`config.mk`:
```
export PLATFORM = sky130hd
export DESIGN_NAME = label_placer_prog_flat
export DESIGN_NICKNAME = d
export VERILOG_FILES = /design/src/rtl/label_pkg.sv /design/src/rtl/label_placer_prog_if.sv /design/src/rtl/label_cfg_shadow.sv /design/src/rtl/label_placer_prog.sv /design/src/flat_wrapper.sv
export SDC_FILE = /design/constraint.sdc
export NUM_CORES = 1
export LEC_CHECK = 0
export BUFFER_PORTS_ARGS = -buffer_cell sky130_fd_sc_hd__buf_2
export CORE_UTILIZATION = 44
export CTS_CLUSTER_SIZE = 24
export DETAILED_ROUTE_END_ITERATION = 6
export GPL_TIMING_DRIVEN = 0
export PLACE_DENSITY = 0.71
export SLEW_MARGIN = 15
export SYNTH_ARGS = -nofsm -noshare
export SYNTH_HDL_FRONTEND = slang
export SYNTH_HIERARCHICAL = 1
export SYNTH_SLANG_ARGS = --single-unit
```
`constraint.sdc`:
```
create_clock -name clk -period 3.35 [get_ports clk]
set_clock_uncertainty 0.15 [all_clocks]
set_input_delay 0.335 -clock clk [delete_from_list [all_inputs] [get_ports clk]]
set_output_delay 0.335 -clock clk [all_outputs]
set_load 0.01 [all_outputs]
```
`src/rtl/label_pkg.sv`:
```
`default_nettype none
// ============================================================================
//  Module      : label_pkg
//  Description : Shared defaults and width derivations for the label placer
//                (raster counter width, glyph size, place/scale widths).
//  Revision    : 1.0  initial release
// ============================================================================
package label_pkg;

  localparam int LABEL_CNT_W     = 12;
  localparam int LABEL_CHAR_LOG2 = 3;

  // Width of the character index for a label of label_len characters.
  function automatic int place_w(input int label_len);
    return (label_len > 1) ? $clog2(label_len) : 1;
  endfunction

  // Width of the scale exponent field able to hold 0..max_scale.
  function automatic int scale_w(input int max_scale);
    return (max_scale > 0) ? $clog2(max_scale + 1) : 1;
  endfunction

endpackage
`default_nettype wire

```
`src/rtl/label_placer_prog_if.sv`:
```
`default_nettype none
// ============================================================================
//  Module      : label_placer_prog_if
//  Description : Runtime configuration channel (valid/ready) carrying the
//                label position and scale exponent.
//  Revision    : 1.0  initial release
// ============================================================================
interface label_placer_prog_if #(
  parameter int CNT_W   = label_pkg::LABEL_CNT_W,
  parameter int SCALE_W = label_pkg::scale_w(3)
);
  logic               cfg_valid;
  logic               cfg_ready;
  logic [CNT_W-1:0]   cfg_x;
  logic [CNT_W-1:0]   cfg_y;
  logic [SCALE_W-1:0] cfg_scale;

  modport master (output cfg_valid, cfg_x, cfg_y, cfg_scale, input cfg_ready);
  modport slave  (input cfg_valid, cfg_x, cfg_y, cfg_scale, output cfg_ready);
endinterface
`default_nettype wire

```
`src/rtl/label_cfg_shadow.sv`:
```
`default_nettype none
// ============================================================================
//  Module      : label_cfg_shadow
//  Description : Configuration handshake, scale saturation, shadow register
//                with pending flag, and frame-boundary load of the active
//                configuration.
//  Revision    : 1.0  initial release
// ============================================================================
module label_cfg_shadow
  import label_pkg::*;
#(
  parameter int CNT_W     = LABEL_CNT_W,
  parameter int MAX_SCALE = 3,
  parameter int SCALE_W   = scale_w(MAX_SCALE),
  parameter int X_POS     = 256,
  parameter int Y_POS     = 256,
  parameter int SCALE     = 0
) (
  input  logic               clk,
  input  logic               rstn,
  input  logic               vs_rise,
  input  logic               cfg_valid,
  output logic               cfg_ready,
  input  logic [CNT_W-1:0]   cfg_x,
  input  logic [CNT_W-1:0]   cfg_y,
  input  logic [SCALE_W-1:0] cfg_scale,
  output logic [CNT_W-1:0]   ax,
  output logic [CNT_W-1:0]   ay,
  output logic [SCALE_W-1:0] asc
);

  logic               r_pending;
  logic [CNT_W-1:0]   r_sx;
  logic [CNT_W-1:0]   r_sy;
  logic [SCALE_W-1:0] r_ssc;
  logic [CNT_W-1:0]   r_ax;
  logic [CNT_W-1:0]   r_ay;
  logic [SCALE_W-1:0] r_asc;
  logic [SCALE_W-1:0] w_scale_sat;
  logic               w_xfer;

  // Saturation only exists when the field can encode values above MAX_SCALE.
  if (MAX_SCALE + 1 < (1 << SCALE_W)) begin : g_sat
    assign w_scale_sat = (cfg_scale > SCALE_W'(MAX_SCALE)) ? SCALE_W'(MAX_SCALE) : cfg_scale;
  end else begin : g_no_sat
    assign w_scale_sat = cfg_scale;
  end

  assign cfg_ready = !r_pending;
  assign w_xfer    = cfg_valid && !r_pending;

  // Shadow capture on a transfer; shadow-to-active copy on the frame boundary.
  // While pending the channel is stalled, so load and capture never collide;
  // a capture coinciding with a vs edge is only applied at the next one.
  always_ff @(posedge clk or negedge rstn) begin
    if (!rstn) begin
      r_pending <= 1'b0;
      r_sx      <= '0;
      r_sy      <= '0;
      r_ssc     <= '0;
      r_ax      <= CNT_W'(X_POS);
      r_ay      <= CNT_W'(Y_POS);
      r_asc     <= SCALE_W'(SCALE);
    end else if (vs_rise && r_pending) begin
      r_ax      <= r_sx;
      r_ay      <= r_sy;
      r_asc     <= r_ssc;
      r_pending <= 1'b0;
    end else if (w_xfer) begin
      r_sx      <= cfg_x;
      r_sy      <= cfg_y;
      r_ssc     <= w_scale_sat;
      r_pending <= 1'b1;
    end
  end

  assign ax  = r_ax;
  assign ay  = r_ay;
  assign asc = r_asc;

endmodule
`default_nettype wire

```
`src/rtl/label_placer_prog.sv`:
```
`default_nettype none
// ============================================================================
//  Module      : label_placer_prog
//  Description : Programmable text-label placer. Tracks the raster position
//                and reports label membership, character index, glyph row
//                and glyph column, registered with re-aligned sync signals.
//                Optional macro LABEL_BLINK_EN adds a frame-counter blink.
//  Revision    : 1.0  initial release
// ============================================================================
module label_placer_prog
  import label_pkg::*;
#(
  parameter int CNT_W      = LABEL_CNT_W,
  parameter int LABEL_LEN  = 8,
  parameter int CHAR_LOG2  = LABEL_CHAR_LOG2,
  parameter int MAX_SCALE  = 3,
  parameter int X_POS      = 256,
  parameter int Y_POS      = 256,
  parameter int SCALE      = 0,
  parameter int BLINK_LOG2 = 5,
  localparam int PLACE_W   = place_w(LABEL_LEN),
  localparam int SCALE_W   = scale_w(MAX_SCALE)
) (
  input  logic                 clk,
  input  logic                 rstn,
  input  logic                 hs,
  input  logic                 vs,
  input  logic                 de,
  label_placer_prog_if.slave   cfg,
  output logic                 in_label,
  output logic [PLACE_W-1:0]   place,
  output logic [CHAR_LOG2-1:0] row,
  output logic [CHAR_LOG2-1:0] pixel,
  output logic                 hs_o,
  output logic                 vs_o,
  output logic                 de_o
);

  localparam int c_LABEL_PIX = LABEL_LEN << CHAR_LOG2;
  localparam int c_CHAR_PIX  = 1 << CHAR_LOG2;
  localparam int c_XR_W      = CHAR_LOG2 + PLACE_W;

  if (LABEL_LEN < 2 || BLINK_LOG2 < 1) begin : g_param_check
    $error("label_placer_prog: LABEL_LEN must be >= 2 and BLINK_LOG2 >= 1");
  end

  logic [CNT_W-1:0]   r_x;
  logic [CNT_W-1:0]   r_y;
  logic               r_hs_d;
  logic               r_vs_d;
  logic               w_hs_rise;
  logic               w_vs_rise;
  logic [CNT_W-1:0]   w_ax;
  logic [CNT_W-1:0]   w_ay;
  logic [SCALE_W-1:0] w_asc;
  logic [CNT_W-1:0]   w_xs;
  logic [CNT_W-1:0]   w_ys;
  logic [CNT_W-1:0]   w_xs0;
  logic [CNT_W-1:0]   w_ys0;
  logic [CNT_W:0]     w_x_end;
  logic [CNT_W:0]     w_y_end;
  logic               w_in_x;
  logic               w_in_y;
  logic [c_XR_W-1:0]  w_xr;
  logic [CHAR_LOG2-1:0] w_yr;
  logic               w_blank;

  assign w_hs_rise = hs && !r_hs_d;
  assign w_vs_rise = vs && !r_vs_d;

  // Raster position: vs clears, hs rising edge starts a new line, de advances.
  always_ff @(posedge clk or negedge rstn) begin
    if (!rstn) begin
      r_x    <= '0;
      r_y    <= '0;
      r_hs_d <= 1'b0;
      r_vs_d <= 1'b0;
    end else begin
      r_hs_d <= hs;
      r_vs_d <= vs;
      if (vs) begin
        r_x <= '0;
        r_y <= '0;
      end else if (w_hs_rise) begin
        r_y <= r_y + CNT_W'(1);
        r_x <= '0;
      end else if (de) begin
        r_x <= r_x + CNT_W'(1);
      end
    end
  end

  label_cfg_shadow #(
    .CNT_W     (CNT_W),
    .MAX_SCALE (MAX_SCALE),
    .SCALE_W   (SCALE_W),
    .X_POS     (X_POS),
    .Y_POS     (Y_POS),
    .SCALE     (SCALE)
  ) u_cfg_shadow (
    .clk       (clk),
    .rstn      (rstn),
    .vs_rise   (w_vs_rise),
    .cfg_valid (cfg.cfg_valid),
    .cfg_ready (cfg.cfg_ready),
    .cfg_x     (cfg.cfg_x),
    .cfg_y     (cfg.cfg_y),
    .cfg_scale (cfg.cfg_scale),
    .ax        (w_ax),
    .ay        (w_ay),
    .asc       (w_asc)
  );

  // Everything is compared in the scaled domain, so the label origin loses
  // its bits below 2^asc. End bounds carry one extra bit so a label running
  // past the counter limit is clipped rather than wrapping to x/y = 0.
  assign w_xs    = r_x >> w_asc;
  assign w_ys    = r_y >> w_asc;
  assign w_xs0   = w_ax >> w_asc;
  assign w_ys0   = w_ay >> w_asc;
  assign w_x_end = {1'b0, w_xs0} + (CNT_W+1)'(c_LABEL_PIX);
  assign w_y_end = {1'b0, w_ys0} + (CNT_W+1)'(c_CHAR_PIX);
  assign w_in_x  = (w_xs >= w_xs0) && ({1'b0, w_xs} < w_x_end);
  assign w_in_y  = (w_ys >= w_ys0) && ({1'b0, w_ys} < w_y_end);
  assign w_xr    = c_XR_W'(w_xs - w_xs0);
  assign w_yr    = CHAR_LOG2'(w_ys - w_ys0);

`ifdef LABEL_BLINK_EN
  logic [BLINK_LOG2-1:0] r_frame_cnt;

  // Frame counter for blinking; label hidden while its MSB is set.
  always_ff @(posedge clk or negedge rstn) begin
    if (!rstn) begin
      r_frame_cnt <= '0;
    end else if (w_vs_rise) begin
      r_frame_cnt <= r_frame_cnt + BLINK_LOG2'(1);
    end
  end

  assign w_blank = r_frame_cnt[BLINK_LOG2-1];
`else
  assign w_blank = 1'b0;
`endif

  // Output stage: one clock after the counter state it describes, with the
  // sync inputs delayed by the same single register.
  always_ff @(posedge clk or negedge rstn) begin
    if (!rstn) begin
      in_label <= 1'b0;
      place    <= '0;
      row      <= '0;
      pixel    <= '0;
      hs_o     <= 1'b0;
      vs_o     <= 1'b0;
      de_o     <= 1'b0;
    end else begin
      in_label <= w_in_x && w_in_y && !w_blank;
      place    <= w_xr[c_XR_W-1:CHAR_LOG2];
      pixel    <= w_xr[CHAR_LOG2-1:0];
      row      <= w_yr;
      hs_o     <= hs;
      vs_o     <= vs;
      de_o     <= de;
    end
  end

endmodule
`default_nettype wire

```
`src/flat_wrapper.sv`:
```
// flat-port wrapper written by rule: the top's interface ports become plain ports
module label_placer_prog_flat import label_pkg::*;
#(
  parameter int CNT_W      = LABEL_CNT_W,
  parameter int LABEL_LEN  = 8,
  parameter int CHAR_LOG2  = LABEL_CHAR_LOG2,
  parameter int MAX_SCALE  = 3,
  parameter int X_POS      = 256,
  parameter int Y_POS      = 256,
  parameter int SCALE      = 0,
  parameter int BLINK_LOG2 = 5,
  localparam int PLACE_W   = place_w(LABEL_LEN),
  localparam int SCALE_W   = scale_w(MAX_SCALE)
)
  (clk, rstn, hs, vs, de, in_label, place, row, pixel, hs_o, vs_o, de_o, cfg_cfg_valid, cfg_cfg_x, cfg_cfg_y, cfg_cfg_scale, cfg_cfg_ready);
  label_placer_prog_if #(.CNT_W(CNT_W), .SCALE_W(2)) cfg_i ();
  input  logic clk;
  input  logic rstn;
  input  logic hs;
  input  logic vs;
  input  logic de;
  output logic in_label;
  output logic [PLACE_W-1:0] place;
  output logic [CHAR_LOG2-1:0] row;
  output logic [CHAR_LOG2-1:0] pixel;
  output logic hs_o;
  output logic vs_o;
  output logic de_o;
  input wire logic [$bits(cfg_i.cfg_valid)-1:0] cfg_cfg_valid;
  input wire logic [$bits(cfg_i.cfg_x)-1:0] cfg_cfg_x;
  input wire logic [$bits(cfg_i.cfg_y)-1:0] cfg_cfg_y;
  input wire logic [$bits(cfg_i.cfg_scale)-1:0] cfg_cfg_scale;
  output wire logic [$bits(cfg_i.cfg_ready)-1:0] cfg_cfg_ready;
  assign cfg_i.cfg_valid = cfg_cfg_valid;
  assign cfg_i.cfg_x = cfg_cfg_x;
  assign cfg_i.cfg_y = cfg_cfg_y;
  assign cfg_i.cfg_scale = cfg_cfg_scale;
  assign cfg_cfg_ready = cfg_i.cfg_ready;
  label_placer_prog #(.CNT_W(CNT_W), .LABEL_LEN(LABEL_LEN), .CHAR_LOG2(CHAR_LOG2), .MAX_SCALE(MAX_SCALE), .X_POS(X_POS), .Y_POS(Y_POS), .SCALE(SCALE), .BLINK_LOG2(BLINK_LOG2)) u_core (.clk(clk), .rstn(rstn), .hs(hs), .vs(vs), .de(de), .cfg(cfg_i), .in_label(in_label), .place(place), .row(row), .pixel(pixel), .hs_o(hs_o), .vs_o(vs_o), .de_o(de_o));
endmodule
```
Yosys cells after proc, flatten, opt, wreduce, memory -nomap -nowiden
Cells that the tools add are included.

word-level totals
  bits of input ports = 32
  output and inout bits = 14
  bits in registers = 90
  RAM bits = 0
  word-level logic and storage cells = 52
  memories = 0
  memory bits (read-only) = 0
  bits in latches = 0

cells by class
  $lt $le $gt $ge = 4
  multiplexer cells = 7
  multiply operators = 0
  div/mod/pow operators = 0
  add/subtract/negate cells = 6
  bitwise logic cells = 1
  equality and inequality tests = 0
  shift operators = 4
  reductions and logical operators = 14

operator list
  operator                                        count
  2-to-1 mux 12 bit                               5
  right shift 12 x 2 -> 12 bit                    4
  less-than comparator 12 x 13 -> 1 bit           2
  adder 12 x 1 -> 12 bit (second input constant)  2
  >= comparator 12 bit                            2
  adder 12 x 4 -> 13 bit (second input constant)  1
  adder 12 x 7 -> 13 bit (second input constant)  1
  logical AND 1 bit                               7
  subtractor 6 bit                                1
  nonzero test 2 bit                              2
  zero test 1 bit                                 3
  nonzero test 3 bit                              1
  subtractor 3 bit                                1
  2-to-1 mux 1 bit                                2
  AND reduction 2 bit                             1
  inverter 1 bit                                  1

Longest topological paths before layout
  depth in word-level cells = 5
  depth in mapped cells = 18
  depth with buffers taken out = 16

Hierarchy
The synthesis kept the hierarchy.

by module, submodules not included
  module             area each (um^2)  times used  sequential area each (um^2)  cells each
  label_placer_prog  3851.2            1           925.9                        429
  label_cfg_shadow   2069.5            1           1328.8                       114

Worst setup path before layout
OpenSTA, ideal clock, no wires.

  path type = reg-to-reg
  start point = register u_core.u_cfg_shadow.r_asc[1], in the netlist u_core/u_cfg_shadow/asc[1]
  end point = register u_core.in_label
  setup time = 0.140 ns
  path buffers = 4
  data required time = 3.060 ns
  setup slack = 0.074 ns
  arrival time = 2.986 ns
  cell stages (with the launch flop) = 15
  clock period less this slack = 3.276 ns
  path through = dfrtp_1 > buf_6 > buf_6 > buf_2 > buf_2 > mux2_2 > o21ai_0 > inv_1 > ha_1 > nor2b_1 > o21ai_0 > a21boi_0 > o31ai_1 > a2111oi_0 > a211oi_1

between the ends
  word-level cells in the longest chain between the ends = 5
  elaborated cells between the ends (all ways) = 13
  classes of those cells = 2 x add/sub; 4 x order compare; 4 x shift; 3 x reduce/logical

ends and longest elaborated chain
  element                                                                  RTL line                                            source
  start: declaration                                                       label_cfg_shadow.sv:38                              logic [SCALE_W-1:0] r_asc;
  start signal: assignment                                                 label_cfg_shadow.sv:63                              r_asc <= SCALE_W'(SCALE);
  start signal: assignment                                                 label_cfg_shadow.sv:67                              r_asc <= r_ssc;
  right shift 12 x 2 -> 12 bit, on equally long branches                   label_placer_prog.sv:119, label_placer_prog.sv:120
  adder 12 x 7 -> 13 bit / adder 12 x 4 -> 13 bit (equally long branches)  label_placer_prog.sv:121, label_placer_prog.sv:122
  less-than comparator 12 x 13 -> 1 bit, on equally long branches          label_placer_prog.sv:123, label_placer_prog.sv:124
  logical AND 1 bit, on equally long branches                              label_placer_prog.sv:123, label_placer_prog.sv:124
  logical AND 1 bit *                                                      label_placer_prog.sv:157                            in_label <= w_in_x && w_in_y && !w_blank;
  end signal: assignment                                                   label_placer_prog.sv:157
  end: declaration                                                         label_placer_prog.sv:30                             output logic in_label,

Mark *: on every way between the ends. The rest lies on a longest branch, timed or not.
A chain may end at the register's enable or synchronous reset.

Worst setup path in the final report
Same ends and word-level chain as after synthesis.

==> impl_results.md <==
- Status: completed
- Seq pwr share: 0.259
- Vias in the first global route: 4413
- Rel. slew slack: 0.625
- Post-Syn Area: 0.00592 mm²
- Worst r2r dst: u_core/in_label$_DFF_PN0_
- Routed Wire Length: between 10000 and 15000 µm
- Count leader, synth: dfrtp_1
- Die X: around 120 µm
- Share of post-route cells with drive strength above 1: 0.319
- First DRT Iteration DRCs: 187
- Pint: 3.96 mW
- H-tree depth: 3
- # diodes: 0
- Hold depth: 2
- R2R setup slack: 0.18 ns
- Final hold violation count: 0
- Sw power: 2.72 mW
- Area Growth Syn to Fin: 19.3%
- Mapped Nets: 620
- Dpl hpwl: 9440 µm
- Longest Clk Path Bufs: 2
- Antenna violations before repair: 0
- Ys async rst share: 1.00
- GRT overflow: 0
- Root buf cell: clkbuf_16
- Post-layout min period: 3.17 ns
- Vias: 4338
- Worst Hold End: u_core/u_cfg_shadow/r_sy[2]$_DFFE_PN0P_
- Worst vdd ir: between 0.5 and 0.6 mV
- Max Cap Viol: 0
- # clock sinks: 90
- TritonCTS clock tree: yes
- Synth cell count leaders: dfrtp_1 (88), nand2_1 (47), ha_1 (43), nor2_1 (43), mux2_2 (38)
- Pwr Density: 944 mW/mm²
- HP Class: in2reg
- Setup crit end kind: flip-flop
- Hold slack: 0.0549 ns
- Worst-Margin Slew: 0.563 ns
- FMAX: 315 MHz
- Req. time, crit path: 3.42 ns
- Yosys warns: 6
- Starting density of the core: 0.449
- Worst setup margin: approximately 0.18 ns
- Post-Layout Cell Count: 793
- Worst slack, placed: -0.902 ns
- FP Rows: 42
- Netlist cell types: 52
- Top FF cell, synth: dfrtp_1
- Buffers on Ports: 45
- Power share of the combinational group: 0.588
- Synth area leader: dfrtp_1
- Post-Syn Instances: 543
- Clock Latency Late Sink: 0.36 ns
- CP arrival: between 3 and 4 ns
- Placer Congestion: 0.809
- NumNets Final: about 700
- Post-synth EDFFs: 0
- Number of vias per cell: 5.47
- Period utilization: 0.947
- Largest net degree at the start of global routing: just under 50
- CTS buffer count: 9
- Overall Global Routing Usage: 0.195
- Detail Route Antenna Nets: 0
- Net Sw Frac: 0.407
- Top cells by area, synth: dfrtp_1 (37%), ha_1 (9.1%), mux2_2 (7.2%), mux4_2 (6.5%), mux2_4 (5.1%)
- Max-slew violations: 0
- Worst R2R Start: u_core/u_cfg_shadow/asc[1]$_DFFE_PN0P_
- First-pass DRT Iterations: 6
- Clock slew seen by the registers of the worst setup and hold paths: 0.07 ns
- Number of top-level pins: 46
- Final Power: 6.67 mW
- Post-synthesis sequential area ratio: 0.381
- DRC: 0
- Setup Crit Path Kind: reg2reg
- First-pass GRT wire length: 21500 µm
- Die area: 0.0139 mm²
- CP Max Fanout: 10
- Reg2Reg Depth: 14
- Startpoint Class: flip-flop
- Hold Crit Start: cfg_cfg_y[2]
- Die height: 118 µm
- Setup_tns: 0 ns
- DR WL/cell: 16.3 µm
- Leak: 3.24 nW
- Avg Cell Area, Syn: 10.9 µm²
- Top-area cell type share of the netlist area: 0.372
- Placed cell count: 765
- Clock share of power: 0.152
- Core Footprint: 0.0132 mm²
- #FFs+latches synth: 90
- Final Setup Violations: 0
==> kinds of logic (layout without fill, tap and decap cells) <==
kind of cell,count (synthesis),in the layout,synth area share
AO/OA/AOI/OAI,83,83,0.0864
XOR/XNOR,28,28,0.0414
adder cells (fa/ha/maj),45,45,0.0976
buffers and inverters,53,127,0.0509
flip-flops,90,90,0.381
multiplexers,95,95,0.224
AND/OR/NAND/NOR,149,149,0.119
==> flip-flops by register name, summed over array words and instances (netlist names) <==
register / flops
u_core/u_cfg_shadow/asc: 2
u_core/vs_o: 1
u_core/place: 3
u_core/u_cfg_shadow/ax: 12
u_core/r_x: 12
u_core/u_cfg_shadow/ay: 12
u_core/r_y: 12
u_core/u_cfg_shadow/r_sx: 12
u_core/de_o: 1
u_core/hs_o: 1
u_core/u_cfg_shadow/r_ssc: 2
u_core/u_cfg_shadow/r_pending: 1
u_core/row: 3
u_core/pixel: 3
u_core/u_cfg_shadow/r_sy: 12
u_core/in_label: 1
==> area by class of cell <==
class                           instances  area, µm²
Tap cell                              176        220
Fill cell                            1137       6120
Clock buffer                            9        225
Timing Repair Buffer                   59        360
Clock inverter                          7       75.1
Multi-Input combinational cell        400       3530
Inverter                               28        131
Buffer                                 24        269
Sequential cell                        90       2260
==> through the flow <==
| step | util | cell area, µm² |
|---|---|---|
| after global routing | 0.536 | 7070 |
| final | 0.536 | 7070 |
| after floorplan | - | 5920 |
| after detailed placement | 0.485 | 6400 |
| after CTS | 0.518 | 6830 |
| after global placement | 0.483 | 6370 |
==> per-layer routing <==
metal	GRT usage	vias up	share of wire
met1	0.247	2147	0.44
met2	0.323	92	0.50
met3	0.0455	21	0.043
li1	-	2078	-
met4	0.0761	0	0.019
met5	0	-	0
==> worst max path at each step <==
stage,from,end,slack (ns),cells after the start
detailed placement,u_core/u_cfg_shadow/asc[1]$_DFFE_PN0P_,u_core/in_label$_DFF_PN0_,-0.90,14
finish,u_core/u_cfg_shadow/asc[1]$_DFFE_PN0P_,u_core/in_label$_DFF_PN0_,0.18,14
global placement,u_core/u_cfg_shadow/asc[1]$_DFFE_PN0P_,u_core/in_label$_DFF_PN0_,-0.65,14
CTS,u_core/u_cfg_shadow/asc[0]$_DFFE_PN0P_,u_core/in_label$_DFF_PN0_,0.002,15
global route,u_core/u_cfg_shadow/asc[1]$_DFFE_PN0P_,u_core/in_label$_DFF_PN0_,-0.02,16
floorplan,u_core/u_cfg_shadow/asc[1]$_DFFE_PN0P_,u_core/in_label$_DFF_PN0_,0.07,14
==> power groups by stage <==
stage	combinational (mW)	clock (mW)	sequential [mW]
2_1_floorplan	2.50	0	1.68
3_3_place_gp	3.10	0	1.72
3_5_place_dp	3.23	0	1.74
4_1_cts	3.47	1.04	1.73
5_1_grt	4.33	1.09	1.78
6_report	3.93	1.02	1.73
==> layout by cell type, fill, tap and decap left out, drive strengths merged, types with 4 or more instances in the layout <==
master	n
a21oi	24
inv	29
clkbuf	17
o21ai	24
mux2	58
dfrtp	88
nor2	44
or3	4
nor2b	11
mux4	18
mux2i	19
buf	72
nand4	9
ha	43
nand2	48
nand3	9
and3	6
xnor2	10
xor2	18
nor3	5
a211oi	8
a21o	8
==> repair_timing <==
item | in CTS | in global routing
hold buffers | 3 | 0
hold endpoints to repair | 44 | 0
buffers inserted | 0 | 10
gates resized for setup | 36 | 36
cloned | 0 | 0
pin swaps | 2 | 12
endpoints found under the setup margin | 4 | 2
==> critical path: stages, from the launching register on <==
cell and delay [ns]:
dfrtp_1 0.36, buf_6 0.12, buf_8 0.14, buf_12 0.15
buf_12 0.16, mux2_2 0.38, o21ai_4 0.17, inv_1 0.06
ha_1 0.29, nor2b_1 0.21, o21ai_2 0.10, a21boi_2 0.22
o31ai_4 0.11, a2111oi_4 0.34, a211oi_2 0.08
Power figures use the tool's default switching activity.
